`src/rtl/raw_rx_fifo_writer_if.sv`:
```
// Word-stream and FIFO write-port bundle between the raw link receiver, the framer and the FIFO.
// master: the receiver + FIFO side; slave: the framer.
interface raw_rx_fifo_writer_if;
    logic        in_valid;
    logic        in_sop;
    logic        in_eop;
    logic [1:0]  in_bcnt;
    logic [31:0] in_data;
    logic        wfull;
    logic        almost_full;
    logic        w_en;
    logic [43:0] wdata;

    modport master (
        output in_valid, in_sop, in_eop, in_bcnt, in_data, wfull, almost_full,
        input  w_en, wdata
    );

    modport slave (
        input  in_valid, in_sop, in_eop, in_bcnt, in_data, wfull, almost_full,
        output w_en, wdata
    );
endinterface

```
`src/rtl/raw_rx_fifo_writer.sv`:
```
// Raw 10G receive framer: packs the non-stallable 32-bit word stream into 44-bit FIFO words,
// dropping whole frames when room is short at start and truncating with an error terminator mid-frame.
module raw_rx_fifo_writer #(
    parameter int unsigned MAX_WORDS = 256,
    parameter int unsigned CNT_W     = 16
) (
    input  logic                 wclk,
    input  logic                 wrst,
    raw_rx_fifo_writer_if.slave  bus,
    output logic [CNT_W-1:0]     frame_cnt,
    output logic [CNT_W-1:0]     drop_cnt,
    output logic [CNT_W-1:0]     trunc_cnt
);

    localparam int unsigned WCNT_W = $clog2(MAX_WORDS + 1);

    typedef enum logic [1:0] {
        IDLE = 2'd0,
        PASS = 2'd1,
        DROP = 2'd2
    } state_e;

    state_e              state_q, state_d;
    logic                term_q, term_d;
    logic [6:0]          seq_q, seq_d;
    logic [WCNT_W-1:0]   wcnt_q, wcnt_d;
    logic                ovalid_q, ovalid_d;
    logic [43:0]         odata_q, odata_d;
    logic [CNT_W-1:0]    frame_q, frame_d;
    logic [CNT_W-1:0]    drop_q, drop_d;
    logic [CNT_W-1:0]    trunc_q, trunc_d;

    logic                w_en_int;
    logic                load_ok;
    logic                load;
    logic [43:0]         load_word;
    logic [6:0]          frame_seq;
    logic [WCNT_W-1:0]   wcnt_nxt;

    function automatic logic [CNT_W-1:0] sat_inc(input logic [CNT_W-1:0] v);
        return (v == '1) ? v : v + CNT_W'(1);
    endfunction

    function automatic logic [43:0] mk_word(input logic sop, input logic eop, input logic err,
                                            input logic [1:0] bcnt, input logic [6:0] seq,
                                            input logic [31:0] data);
        return {sop, eop, err, bcnt, seq, data};
    endfunction

    always_ff @(posedge wclk or posedge wrst) begin
        if (wrst) begin
            state_q  <= IDLE;
            term_q   <= 1'b0;
            seq_q    <= '0;
            wcnt_q   <= '0;
            ovalid_q <= 1'b0;
            odata_q  <= '0;
            frame_q  <= '0;
            drop_q   <= '0;
            trunc_q  <= '0;
        end else begin
            state_q  <= state_d;
            term_q   <= term_d;
            seq_q    <= seq_d;
            wcnt_q   <= wcnt_d;
            ovalid_q <= ovalid_d;
            odata_q  <= odata_d;
            frame_q  <= frame_d;
            drop_q   <= drop_d;
            trunc_q  <= trunc_d;
        end
    end

    always_comb begin
        state_d   = state_q;
        term_d    = term_q;
        seq_d     = seq_q;
        wcnt_d    = wcnt_q;
        frame_d   = frame_q;
        drop_d    = drop_q;
        trunc_d   = trunc_q;
        load      = 1'b0;
        load_word = '0;
        load_ok   = ~ovalid_q | w_en_int;
        // seq_q already points at the next frame; the open frame carries the previous value.
        frame_seq = seq_q - 7'd1;
        wcnt_nxt  = wcnt_q + WCNT_W'(1);

        if (term_q && load_ok) begin
            load      = 1'b1;
            load_word = mk_word(1'b0, 1'b1, 1'b1, 2'd0, frame_seq, 32'd0);
            term_d    = 1'b0;
        end

        if (bus.in_valid) begin
            case (state_q)
                IDLE: begin
                    if (bus.in_sop) begin
                        if (!bus.almost_full && !term_q && load_ok) begin
                            load      = 1'b1;
                            load_word = mk_word(1'b1, bus.in_eop, 1'b0,
                                                bus.in_eop ? bus.in_bcnt : 2'd0,
                                                seq_q, bus.in_data);
                            seq_d     = seq_q + 7'd1;
                            wcnt_d    = WCNT_W'(1);
                            if (bus.in_eop) frame_d = sat_inc(frame_q);
                            else            state_d = PASS;
                        end else begin
                            drop_d = sat_inc(drop_q);
                            if (!bus.in_eop) state_d = DROP;
                        end
                    end
                end
                PASS: begin
                    if (bus.in_sop) begin
                        term_d  = 1'b1;
                        trunc_d = sat_inc(trunc_q);
                        drop_d  = sat_inc(drop_q);
                        state_d = bus.in_eop ? IDLE : DROP;
                    end else if (!load_ok) begin
                        term_d  = 1'b1;
                        trunc_d = sat_inc(trunc_q);
                        state_d = bus.in_eop ? IDLE : DROP;
                    end else begin
                        load   = 1'b1;
                        wcnt_d = wcnt_nxt;
                        if (bus.in_eop) begin
                            load_word = mk_word(1'b0, 1'b1, 1'b0, bus.in_bcnt, frame_seq, bus.in_data);
                            frame_d   = sat_inc(frame_q);
                            state_d   = IDLE;
                        end else if (wcnt_nxt == WCNT_W'(MAX_WORDS)) begin
                            load_word = mk_word(1'b0, 1'b1, 1'b1, 2'd0, frame_seq, bus.in_data);
                            trunc_d   = sat_inc(trunc_q);
                            state_d   = DROP;
                        end else begin
                            load_word = mk_word(1'b0, 1'b0, 1'b0, 2'd0, frame_seq, bus.in_data);
                        end
                    end
                end
                DROP: begin
                    if (bus.in_eop) state_d = IDLE;
                end
                default: state_d = IDLE;
            endcase
        end

        if (load) begin
            ovalid_d = 1'b1;
            odata_d  = load_word;
        end else begin
            ovalid_d = ovalid_q & ~w_en_int;
            odata_d  = odata_q;
        end
    end

    always_comb begin
        w_en_int  = ovalid_q & ~bus.wfull;
        bus.w_en  = w_en_int;
        bus.wdata = odata_q;
        frame_cnt = frame_q;
        drop_cnt  = drop_q;
        trunc_cnt = trunc_q;
    end

endmodule

```
`src/flat_wrapper.sv`:
```
// flat-port wrapper written by rule: the top's interface ports become plain ports
module raw_rx_fifo_writer_flat 
#(
    parameter int unsigned MAX_WORDS = 256,
    parameter int unsigned CNT_W     = 16
)
  (wclk, wrst, frame_cnt, drop_cnt, trunc_cnt, bus_in_valid, bus_in_sop, bus_in_eop, bus_in_bcnt, bus_in_data, bus_wfull, bus_almost_full, bus_w_en, bus_wdata);
  raw_rx_fifo_writer_if bus_i ();
  input  logic wclk;
  input  logic wrst;
  output logic [CNT_W-1:0] frame_cnt;
  output logic [CNT_W-1:0] drop_cnt;
  output logic [CNT_W-1:0] trunc_cnt;
  input wire logic [$bits(bus_i.in_valid)-1:0] bus_in_valid;
  input wire logic [$bits(bus_i.in_sop)-1:0] bus_in_sop;
  input wire logic [$bits(bus_i.in_eop)-1:0] bus_in_eop;
  input wire logic [$bits(bus_i.in_bcnt)-1:0] bus_in_bcnt;
  input wire logic [$bits(bus_i.in_data)-1:0] bus_in_data;
  input wire logic [$bits(bus_i.wfull)-1:0] bus_wfull;
  input wire logic [$bits(bus_i.almost_full)-1:0] bus_almost_full;
  output wire logic [$bits(bus_i.w_en)-1:0] bus_w_en;
  output wire logic [$bits(bus_i.wdata)-1:0] bus_wdata;
  assign bus_i.in_valid = bus_in_valid;
  assign bus_i.in_sop = bus_in_sop;
  assign bus_i.in_eop = bus_in_eop;
  assign bus_i.in_bcnt = bus_in_bcnt;
  assign bus_i.in_data = bus_in_data;
  assign bus_i.wfull = bus_wfull;
  assign bus_i.almost_full = bus_almost_full;
  assign bus_w_en = bus_i.w_en;
  assign bus_wdata = bus_i.wdata;
  raw_rx_fifo_writer #(.MAX_WORDS(MAX_WORDS), .CNT_W(CNT_W)) u_core (.wclk(wclk), .wrst(wrst), .bus(bus_i), .frame_cnt(frame_cnt), .drop_cnt(drop_cnt), .trunc_cnt(trunc_cnt));
endmodule
```
`config.mk`:
```
export PLATFORM = sky130hd
export DESIGN_NAME = raw_rx_fifo_writer_flat
export DESIGN_NICKNAME = d
export VERILOG_FILES = /design/src/rtl/raw_rx_fifo_writer_if.sv /design/src/rtl/raw_rx_fifo_writer.sv /design/src/flat_wrapper.sv
export SDC_FILE = /design/constraint.sdc
export NUM_CORES = 1
export LEC_CHECK = 0
export BUFFER_PORTS_ARGS = -buffer_cell sky130_fd_sc_hd__buf_2
export CAP_MARGIN = 25
export CORE_ASPECT_RATIO = 1.5
export CORE_MARGIN = 10
export CORE_UTILIZATION = 50
export CTS_CLUSTER_DIAMETER = 30
export CTS_CLUSTER_SIZE = 30
export DETAILED_ROUTE_END_ITERATION = 12
export GPL_ROUTABILITY_DRIVEN = 0
export PLACE_DENSITY = 0.76
export SYNTH_ARGS = -nofsm -noshare
export SYNTH_HDL_FRONTEND = slang
export SYNTH_SLANG_ARGS = --single-unit
```
`constraint.sdc`:
```
create_clock -name wclk -period 8 [get_ports wclk]
set_input_delay 1.6 -clock wclk [delete_from_list [all_inputs] [get_ports wclk]]
set_output_delay 1.6 -clock wclk [all_outputs]
set_load 0.1 [all_outputs]
```
Yosys cells after proc, flatten, opt, wreduce, memory -nomap -nowiden
Index checks and enable logic that the tools add are counted.

operators by class
  eq/ne operators = 17
  reductions and logical operators = 12
  shifts and indexed selects = 0
  div/mod/pow operators = 0
  $mul = 0
  multiplexer cells = 56
  add/subtract/negate cells = 6
  $lt $le $gt $ge = 0
  bitwise operators = 6

operators with widths
  cell                                                                 count
  44-bit two-way mux                                                   6
  16-bit two-way mux                                                   15
  44-bit case mux with 2 select lines                                  1
  43-bit two-way mux                                                   2
  16-bit case mux with 2 select lines                                  2
  16-bit by 1-bit adder with 16-bit output (second input constant)     3
  16-bit == test (second input constant)                               3
  9-bit two-way mux                                                    4
  2-bit two-way mux                                                    11
  9-bit case mux with 2 select lines                                   1
  1-bit two-way mux                                                    12
  2-bit != test (second input constant)                                6
  5-bit AND reduction                                                  2
  9-bit by 1-bit adder with 9-bit output (second input constant)       1
  9-bit == test (second input constant)                                1
  4-bit AND reduction                                                  2
  7-bit by 1-bit adder with 7-bit output (second input constant)       1
  7-bit by 1-bit subtractor with 7-bit output (second input constant)  1
  3-bit != test (second input constant)                                2
  2-bit case mux with 3 select lines                                   1
  6-bit AND reduction                                                  1
  5-bit != test (second input constant)                                1
  2-bit by 1-bit != test with 1-bit output (second input constant)     2
  1-bit logical AND                                                    3
  9 further kinds                                                      13

storage, ports and cells
  bits in latches = 0
  ROM bits = 0
  input port bits = 41
  word-level logic and storage cells = 106
  bits in writable memories = 0
  memories = 0
  register bits = 112

Logic depth before layout (Yosys ltp)
Gate-level depths: netlist of run 1.

  depth after elaboration = 10
  depth in mapped cells = 9
  mapped depth without buffers = 8

Least setup slack after synthesis of run 1
No wires, ideal clock.

  path kind = input to output
  from = input port bus_wfull
  to = output port bus_w_en
  data arrival time = 2935 ps
  path buffers = 0
  stages = 1
  setup slack = 3465 ps
  required time = 6400 ps
  path through = nor2b_1

on the way
  longest elaborated chain between the ends = 2

RTL lines
  item                RTL line                   source
  start: declaration  flat_wrapper.sv:19         input wire logic [$bits(bus_i.wfull)-1:0] bus_wfull;
  1-bit inverter      raw_rx_fifo_writer.sv:157  w_en_int = ovalid_q & ~bus.wfull;
  1-bit bitwise AND   raw_rx_fifo_writer.sv:157
  end: declaration    flat_wrapper.sv:21         output wire logic [$bits(bus_i.w_en)-1:0] bus_w_en;

Every way passes these cells.

Final worst setup path of run 1
Same ends and word-level chain as after synthesis.

==> run_results.csv, run 1 <==
group,metric,value,unit
run_status,status,"finished, final reports clean",
yosys,synthTopCellsByCount,"dfrtp_1 (112), nand2_1 (48), xnor2_1 (40), a22o_1 (34), nand3_1 (23)",
detailed_routing,wl,12.0,mm
timing,report.final.slew_viol_count,0,
yosys,synth_area_leaders,"dfrtp_1 (56%), xnor2_1 (7.0%), a22o_1 (5.9%), nand2_1 (3.6%), nand3_1 (2.3%)",
yosys,synth_nets,501,
worst_setup_path,worstPathArrival,2260,ps
die,fp.dieH,143,um
clock_tree,cts_htree_levels,3,
cells_and_area,area_delta_synth_final,21.7,%
clock_tree,cts_buffers,9,
yosys,synth_area_leader_cell,"dfrtp_1",
yosys,synth.distinct_cells,51,
cells_and_area,nets,632,
timing,maxClockFrequency,259,MHz
yosys,yosys_register_bits,112,
worst_setup_path,path_buf_inv,2,
worst_setup_path,crit_chain,"buf_2, nor2b_1, buf_2",
yosys,synth-edff-count,0,
power_and_ir_drop,leakage,3.10,nW
die,start_util,51.4,%
timing,skew,7.33,ps
yosys,synth_top_area_share,55.9,%
die,core,9740,sq um
timing,slew_headroom,63.4,%
worst_setup_path,crit_top_cell,"buf_2",
placement,io_buffers,133,
timing,setup_viol,0,
clock_tree,cts_num_sinks,112,
worst_setup_path,crit_path_top_delay_cell,"buf_2",
clock_tree,post_cts_buffers,0,
detailed_routing,route.detailed.drc,0,
global_routing,antenna_found_initial,0,
worst_setup_path,critPathMaxFanout,4,
yosys,synthCells,453,
clock_tree,clk_pin_slew,70,ps
die,io_pins,134,
worst_setup_path,max_stage_delay,430,ps
worst_setup_path,rrSetupSlack,5220,ps
worst_setup_path,startpoint_type,"primary input",
detailed_routing,drt-wirelength-per-cell,17.0,um
flow_run,drv_cap,0,
cells_and_area,antenna_cells,0,
timing,final.min_clock_period,3860,ps
global_routing,track_usage,16.6,%
yosys,syn_area,5010,sq um
timing,rsz0062_at_grt,"no",
yosys,async_flop_share,100,%
global_routing,grt_pass1_wl,19.5,mm
power_and_ir_drop,p_per_area,386,nW/um^2
detailed_routing,vias,3969,
timing,hold_viol,0,
detailed_routing,dr.pass1.iters,4,
timing,tightest_slew,548,ps
worst_setup_path,path_delay_family,"buffers and inverters",
global_routing,grt_pass1_vias,4049,
cells_and_area,fin_cells,704,
die,die_w,102,um
die,die_area,14500,sq um
cells_and_area,nFillCells,828,
detailed_routing,antenna_left,0,
worst_setup_path,worstPathRequired,6400,ps
detailed_routing,drt-initial-drc-count,163,
yosys,yosys_warnings,0,
die,rows,44,
power_and_ir_drop,peakVddDrop,0.000298,V
worst_setup_path,worstSetupPathType,"primary input to output pin",
yosys,syn_avg_cell_area,11.1,sq um
clock_tree,cts.path.max_buffers,2,
global_routing,grt_max_degree,84,
global_routing,gr-total-overflow,0,
clock_tree,cts_tree,"done",
yosys,synthFlopType,"dfrtp_1",
placement,dp_hpwl,8.78,mm
yosys,synth_seq_area_share,55.9,%
timing,post-route-period-util,48.2,%
yosys,yosysMostFrequentCell,"dfrtp_1",
clock_tree,cts_root_buffer,"clkbuf_16",
clock_tree,clock_latency,350,ps
hold_path,hold_class,"flip-flop to flip-flop",
timing,setup-tns-final,0,ps
cells_and_area,drive_gt1_share,28.7,%
placement,place_inst,687,
detailed_routing,routed_via_density,5.64,
worst_setup_path,end_kind,"output pin",
clock_tree,cts_resized,0,
clock_tree,postCtsHoldBufs,0,
==> state kept, by name (all words and copies together), names as in the netlist <==
name	cells
u_core.bus.wdata	44
u_core.drop_cnt	16
u_core.frame_cnt	16
u_core.trunc_cnt	16
u_core.wcnt_q	9
u_core.seq_q	7
u_core.state_q	2
u_core.ovalid_q	1
u_core.term_q	1
==> worst paths after layout <==
path / cells after the start / startpoint / endpoint
worst max-delay path: 3 / bus_wfull / bus_w_en
worst min-delay path: 2 / u_core.bus.wdata[43] / u_core.bus.wdata[43]
worst max register to register: 7 / u_core.wcnt_q[0] / u_core.trunc_cnt[1]
worst min register to register: 2 / u_core.bus.wdata[43] / u_core.bus.wdata[43]
max in group asynchronous: 4 / wrst / u_core.seq_q[1]
min in group asynchronous: 2 / wrst / u_core.bus.wdata[24]
==> power breakdown <==
group	switching, mW	internal (mW)
logic	0.943	0.191
clock network	0.204	0.222
registers	0.106	0.687
==> final cells by class <==
type / count / area [sq um] / area share, %
sequential: 112 / 2800 / 46.0
multi-input combinational: 311 / 2100 / 34.4
timing repair buffer: 138 / 723 / 11.9
clock buffer: 10 / 239 / 3.92
tap: 115 / 144 / 2.36
inverter: 12 / 47.5 / 0.780
clock inverter: 6 / 43.8 / 0.718
==> placed cells by master, fill, tap and decap left out, types with 11 or more instances in the layout <==
| cell | instances |
|---|---|
| buf_2 | 133 |
| dfrtp_1 | 112 |
| nand2_1 | 48 |
| xnor2_1 | 40 |
| a22o_1 | 34 |
| nand3_1 | 23 |
| nor2_1 | 22 |
| o21ai_0 | 21 |
| nand4_1 | 14 |
| and3_1 | 12 |
| inv_1 | 11 |
| xor2_1 | 11 |
==> per-layer routing <==
| layer | part of all wire, % | GRT usage (%) | vias up | routed length (um) |
|---|---|---|---|---|
| li1 | - | - | 1882 | - |
| met1 | 41 | 20.0 | 1947 | 4920 |
| met2 | 50 | 27.1 | 123 | 5960 |
| met3 | 7.4 | 4.23 | 17 | 884 |
| met4 | 1.9 | 7.48 | 0 | 232 |
| met5 | 0 | 0 | - | 0 |
==> worst register-to-register path, cell delays in order (launching register included) <==
cell,delay (ps)
dfrtp_1,450
ha_1,320
a21boi_0,210
o2111ai_1,180
a2111oi_2,380
a41oi_1,250
nor2_2,480
mux2_2,390
==> through the flow <==
stage | setup slack [ps] | power, mW | area (sq um) | hold WS (ps) | utilization, %
detailed placement | 4150 | 1.94 | 5790 | 462 | 59.4
global placement | 4150 | 1.93 | 5790 | 458 | 59.4
floorplan | 3440 | 1.74 | 5010 | 465 | -
CTS | 4140 | 2.37 | 6070 | 480 | 62.3
global route | 4100 | 2.45 | 6100 | 507 | 62.6
finish | 4140 | 2.35 | 6100 | 478 | 62.6
==> kinds of logic (layout without fill, tap and decap cells) <==
| family | Yosys count | in the layout | share of synthesized area (%) |
|---|---|---|---|
| adder cells (fa/ha/maj) | 7 | 7 | 1.75 |
| buffers and inverters | 30 | 166 | 2.45 |
| multiplexers | 4 | 4 | 0.899 |
| flip-flops | 112 | 112 | 55.9 |
| XOR/XNOR | 51 | 51 | 8.92 |
| AO/OA/AOI/OAI | 91 | 91 | 13.7 |
| AND/OR/NAND/NOR | 158 | 158 | 16.3 |
Power figures use the tool's default switching activity.
==> run 2, diff against run 1 <==
- clock period: 8 -> 3.8 ns (I/O delays scaled with it)
==> run_results.csv, run 2 (same netlist as run 1, synthesis figures left out) <==
group,metric,value,unit
detailed_routing,drt-wirelength-per-cell,17.2,um
worst_setup_path,worstPathRequired,4040,ps
power_and_ir_drop,peakVddDrop,0.000783,V
clock_tree,cts.path.max_buffers,2,
worst_setup_path,end_kind,"flip-flop",
clock_tree,cts_num_sinks,112,
power_and_ir_drop,power.total,5.05,mW
run_status,status,"finished, final reports clean",
placement,place_area,5790,sq um
detailed_routing,drt-initial-drc-count,144,
cells_and_area,fin_util,63.0,%
worst_setup_path,critPathMaxFanout,14,
timing,tightest_slew,535,ps
global_routing,track_usage,17.2,%
detailed_routing,dr.pass1.iters,6,
timing,report.final.slew_viol_count,0,
cells_and_area,antenna_cells,0,
timing,slew_headroom,64.3,%
placement,dp_hpwl,9.14,mm
clock_tree,post_cts_buffers,0,
global_routing,grt_pass1_wl,20.2,mm
cells_and_area,layout_common_cells,"buf_2 (133), dfrtp_1 (112), nand2_1 (48)",
clock_tree,cts_htree_levels,3,
timing,skew,8.17,ps
cells_and_area,final_common_cell,"buf_2",
power_and_ir_drop,p_per_area,824,nW/um^2
detailed_routing,wl,12.1,mm
clock_tree,cts_resized,0,
global_routing,antenna_found_initial,0,
cells_and_area,area_delta_synth_final,22.5,%
placement,io_buffers,133,
clock_tree,clock_latency,350,ps
global_routing,grtUsageMet1,19.5,%
worst_setup_path,max_stage_delay,470,ps
clock_tree,postCtsHoldBufs,0,
detailed_routing,antenna_left,0,
clock_tree,cts_tree,"done",
clock_tree,cts_buffers,9,
timing,hold_viol,0,
cells_and_area,nFillCells,800,
timing,final.min_clock_period,2710,ps
worst_setup_path,crit_path_top_delay_cell,"nor2_2",
global_routing,grt_max_degree,83,
global_routing,grt.busiest_layer,"met2",
timing,worst_slack,1090,ps
global_routing,gr-usage-met3,5.98,%
global_routing,grt_pass1_vias,4257,
worst_setup_path,startpoint_type,"flip-flop",
die,die_w,102,um
die,rows,44,
worst_setup_path,reg2reg_to,"u_core.trunc_cnt[1]",
timing,post-route-period-util,71.4,%
die,core,9740,sq um
cells_and_area,fin_area,6130,sq um
die,fp.dieH,143,um
timing,maxClockFrequency,369,MHz
die,io_pins,134,
clock_tree,clk_pin_slew,70,ps
timing,rsz0062_at_grt,"no",
cells_and_area,drive_gt1_share,28.5,%
cells_and_area,largest_register_ffs,44,
worst_setup_path,r2r_start,"u_core.wcnt_q[0]",
worst_setup_path,path_buf_inv,0,
cells_and_area,nets,633,
detailed_routing,routed_via_density,5.63,
timing,setup_viol,0,
worst_setup_path,worstPathArrival,2950,ps
die,start_util,51.4,%
timing,setup-tns-final,0,ps
hold_path,hold_class,"primary input to async pin",
worst_setup_path,crit_chain,"ha_1, a21boi_0, o2111ai_1, a2111oi_2, a41oi_1, nor2_2, mux2_2",
clock_tree,cts_root_buffer,"clkbuf_16",
worst_setup_path,rr_worst_depth,7,
worst_setup_path,rrSetupSlack,1090,ps
power_and_ir_drop,leakage,3.11,nW
die,die_area,14500,sq um
detailed_routing,vias,3970,
global_routing,grt_use_met2,28.8,%
worst_setup_path,path_delay_family,"compound AO/OA/AOI/OAI gates",
worst_setup_path,worstSetupPathType,"flip-flop to flip-flop",
flow_run,drv_cap,0,
detailed_routing,route.detailed.drc,0,
placement,pre_cts_ws,1040,ps
global_routing,gr-total-overflow,0,
## run 2: cell types whose count changed in the layout (fill, tap and decap cells not counted)
cell / delta
buf_4: +1
bufinv_16: +2
clkbuf_1: +2
clkbuf_8: -1
clkinv_2: -2
clkinv_4: -1
clkinvlp_4: +1
inv_8: -1
## run 2: how the worst max path moves through the flow
stage	end	startpoint	depth (start not counted)	slack, ps
after floorplan	u_core.bus.wdata[0]	wrst	1	80
after global placement	u_core.trunc_cnt[1]	u_core.wcnt_q[0]	7	1140
after detailed placement	u_core.trunc_cnt[1]	u_core.wcnt_q[0]	7	1040
after CTS	u_core.trunc_cnt[1]	u_core.wcnt_q[0]	7	1040
after global routing	u_core.trunc_cnt[1]	u_core.wcnt_q[0]	7	880
final	u_core.trunc_cnt[1]	u_core.wcnt_q[0]	7	1090
## run 2: layout make-up
type                            count  area (sq um)  share of cell area [%]
Clock inverter                      5          81.3                    1.33
Timing Repair Buffer              139           731                    11.9
Multi-Input combinational cell    311          2100                    34.2
Sequential cell                   112          2800                    45.7
Inverter                           12          47.5                   0.775
Clock buffer                       11           233                    3.79
Tap cell                          115           144                    2.35
## run 2: through the flow
stage / instances / hold slack, ps
3_5_place_dp: 688 / 476
4_1_cts: 704 / 490
3_3_place_gp: 688 / 473
6_report: 705 / 292
5_1_grt: 705 / 284
2_1_floorplan: 453 / 465
## run 2: power by group
group	switching (mW)	internal, mW	leakage, nW
sequential	0.223	1.45	1.47
clock	0.413	0.578	0.150
combinational	1.99	0.406	1.48
total	2.62	2.43	3.11
## run 2: metal layers
| layer | wire [um] | part of all wire, % |
|---|---|---|
| met3 | 970 | 8.0 |
| met5 | 0 | 0 |
| met2 | 6170 | 51 |
| met4 | 183 | 1.5 |
| met1 | 4820 | 40 |
==> run 3, diff against run 2 <==
- clock period: 3.8 -> 2.8 ns (I/O delays scaled with it)
==> run_results.csv, run 3 (same netlist as run 1, synthesis figures left out) <==
group,metric,value,unit
run_status,status,"finished, final reports clean",
detailed_routing,top_layer,"met4",
detailed_routing,wl_met2,6.03,mm
worst_setup_path,reg2reg_to,"u_core.trunc_cnt[6]",
power_and_ir_drop,p_comb_share,47.2,%
worst_setup_path,startpoint_type,"flip-flop",
placement,place_area,5820,sq um
cells_and_area,largest_register_ffs,44,
die,die_area,14500,sq um
die,die_w,102,um
power_and_ir_drop,p_seq_share,33.0,%
timing,setup_viol,0,
timing,hold_viol,0,
clock_tree,clock_latency,340,ps
worst_setup_path,rr_worst_depth,8,
flow_run,drv_cap,0,
cells_and_area,final_common_cell,"buf_2",
die,io_pins,134,
timing,tightest_slew,753,ps
worst_setup_path,worstPathArrival,2830,ps
timing,report.final.slew_viol_count,0,
worst_setup_path,rrSetupSlack,250,ps
detailed_routing,met3_length,991,um
timing,rsz0062_at_grt,"no",
cells_and_area,fin_util,62.9,%
power_and_ir_drop,leakage,3.11,nW
clock_tree,cts.path.max_buffers,2,
detailed_routing,drt-initial-drc-count,122,
placement,pre_cts_ws,291,ps
clock_tree,cts_buffers,9,
detailed_routing,antenna_left,0,
cells_and_area,regArea,2800,sq um
detailed_routing,wl_met1,4.97,mm
detailed_routing,wl,12.2,mm
worst_setup_path,crit_chain,"ha_1, a21boi_0, o2111ai_1, a2111oi_2, a41oi_1, or3_4, or3_1, nand2_1",
detailed_routing,drt-wirelength-per-cell,17.3,um
clock_tree,cts_root_buffer,"clkbuf_16",
timing,skew,7.25,ps
cells_and_area,multi_input_area,2100,sq um
detailed_routing,routed_via_density,5.66,
timing,final.min_clock_period,2550,ps
clock_tree,cts_resized,0,
placement,dp_hpwl,9.04,mm
cells_and_area,area_delta_synth_final,22.4,%
cells_and_area,fin_area,6130,sq um
cells_and_area,layout_common_cells,"buf_2 (133), dfrtp_1 (112), nand2_1 (48)",
clock_tree,clk_pin_slew,70,ps
worst_setup_path,end_kind,"flip-flop",
clock_tree,cts_num_sinks,112,
global_routing,gr-total-overflow,0,
die,core,9740,sq um
cells_and_area,nets,635,
global_routing,antenna_found_initial,0,
worst_setup_path,crit_path_start,"u_core.wcnt_q[0]",
worst_setup_path,r2r_start,"u_core.wcnt_q[0]",
timing,setup-tns-final,0,ps
timing,hold_ws,410,ps
cells_and_area,drive_gt1_share,28.5,%
clock_tree,cts_tree,"done",
worst_setup_path,worstPathRequired,3080,ps
power_and_ir_drop,p_per_area,1120,nW/um^2
worst_setup_path,worstSetupPathType,"flip-flop to flip-flop",
die,fp.dieH,143,um
global_routing,grt_pass1_wl,20.2,mm
clock_tree,cts_htree_levels,3,
detailed_routing,dr.pass1.iters,4,
power_and_ir_drop,peakVddDrop,0.000951,V
die,rows,44,
cells_and_area,fin_cells,707,
worst_setup_path,critPathMaxFanout,8,
timing,maxClockFrequency,393,MHz
worst_setup_path,max_stage_delay,450,ps
power_and_ir_drop,swShare,51.7,%
placement,io_buffers,133,
die,start_util,51.4,%
global_routing,track_usage,17.2,%
power_and_ir_drop,p_sw,3.56,mW
timing,post-route-period-util,91.0,%
detailed_routing,route.detailed.drc,0,
hold_path,hold_class,"primary input to async pin",
global_routing,grt_max_degree,62,
timing,worst_slack,253,ps
cells_and_area,antenna_cells,0,
power_and_ir_drop,p_clk_share,19.7,%
cells_and_area,nFillCells,788,
power_and_ir_drop,p_int,3.32,mW
power_and_ir_drop,power.total,6.88,mW
placement,place_inst,691,
timing,slew_headroom,49.8,%
detailed_routing,vias,4000,
worst_setup_path,crit_path_top_delay_cell,"dfrtp_1",
clock_tree,postCtsHoldBufs,0,
global_routing,grt_pass1_vias,4198,
worst_setup_path,crit_end,"u_core.trunc_cnt[6]",
clock_tree,post_cts_buffers,0,
==> run 3: worst max-delay path, delay by kind of cell (launching register included) <==
| kind | cells | cell delay [ps] |
|---|---|---|
| AOI/OAI and AO/OA | 4 | 940 |
| adders and majority gates | 1 | 310 |
| and+or+nand+nor | 3 | 770 |
| DFF | 1 | 450 |
==> run 3: final cells by class <==
cell class	count	share of cell area (%)
inverters	12	0.796
flip-flops and latches	112	45.7
repair buffers	141	11.8
well taps	115	2.35
clock buffers	13	4.08
clock inverters	3	1.06
multi-input cells	311	34.2
==> run 3: worst min-delay path by stage <==
stage	startpoint	to	slack, ps	cells past startpoint
global route	bus_in_data[2]	u_core.bus.wdata[2]	440	2
CTS	bus_in_data[13]	u_core.bus.wdata[13]	420	2
finish	wrst	u_core.bus.wdata[7]	410	3
global placement	u_core.bus.wdata[43]	u_core.bus.wdata[43]	460	2
detailed placement	u_core.bus.wdata[43]	u_core.bus.wdata[43]	470	2
floorplan	u_core.seq_q[6]	u_core.seq_q[6]	460	1
==> run 3: per-layer routing <==
metal	up-vias	global-route usage [%]
li1	1876	-
met1	1968	20.0
met2	138	28.5
met3	18	4.86
met4	0	7.48
met5	-	0
==> run 3: power groups by stage <==
stage	clock, mW	sequential (mW)	combinational, mW
finish	1.36	2.27	3.25
CTS	1.39	2.27	3.28
floorplan	0	4.41	0.562
global route	1.45	2.32	3.37
detailed placement	0	2.28	3.28
global placement	0	2.26	3.24
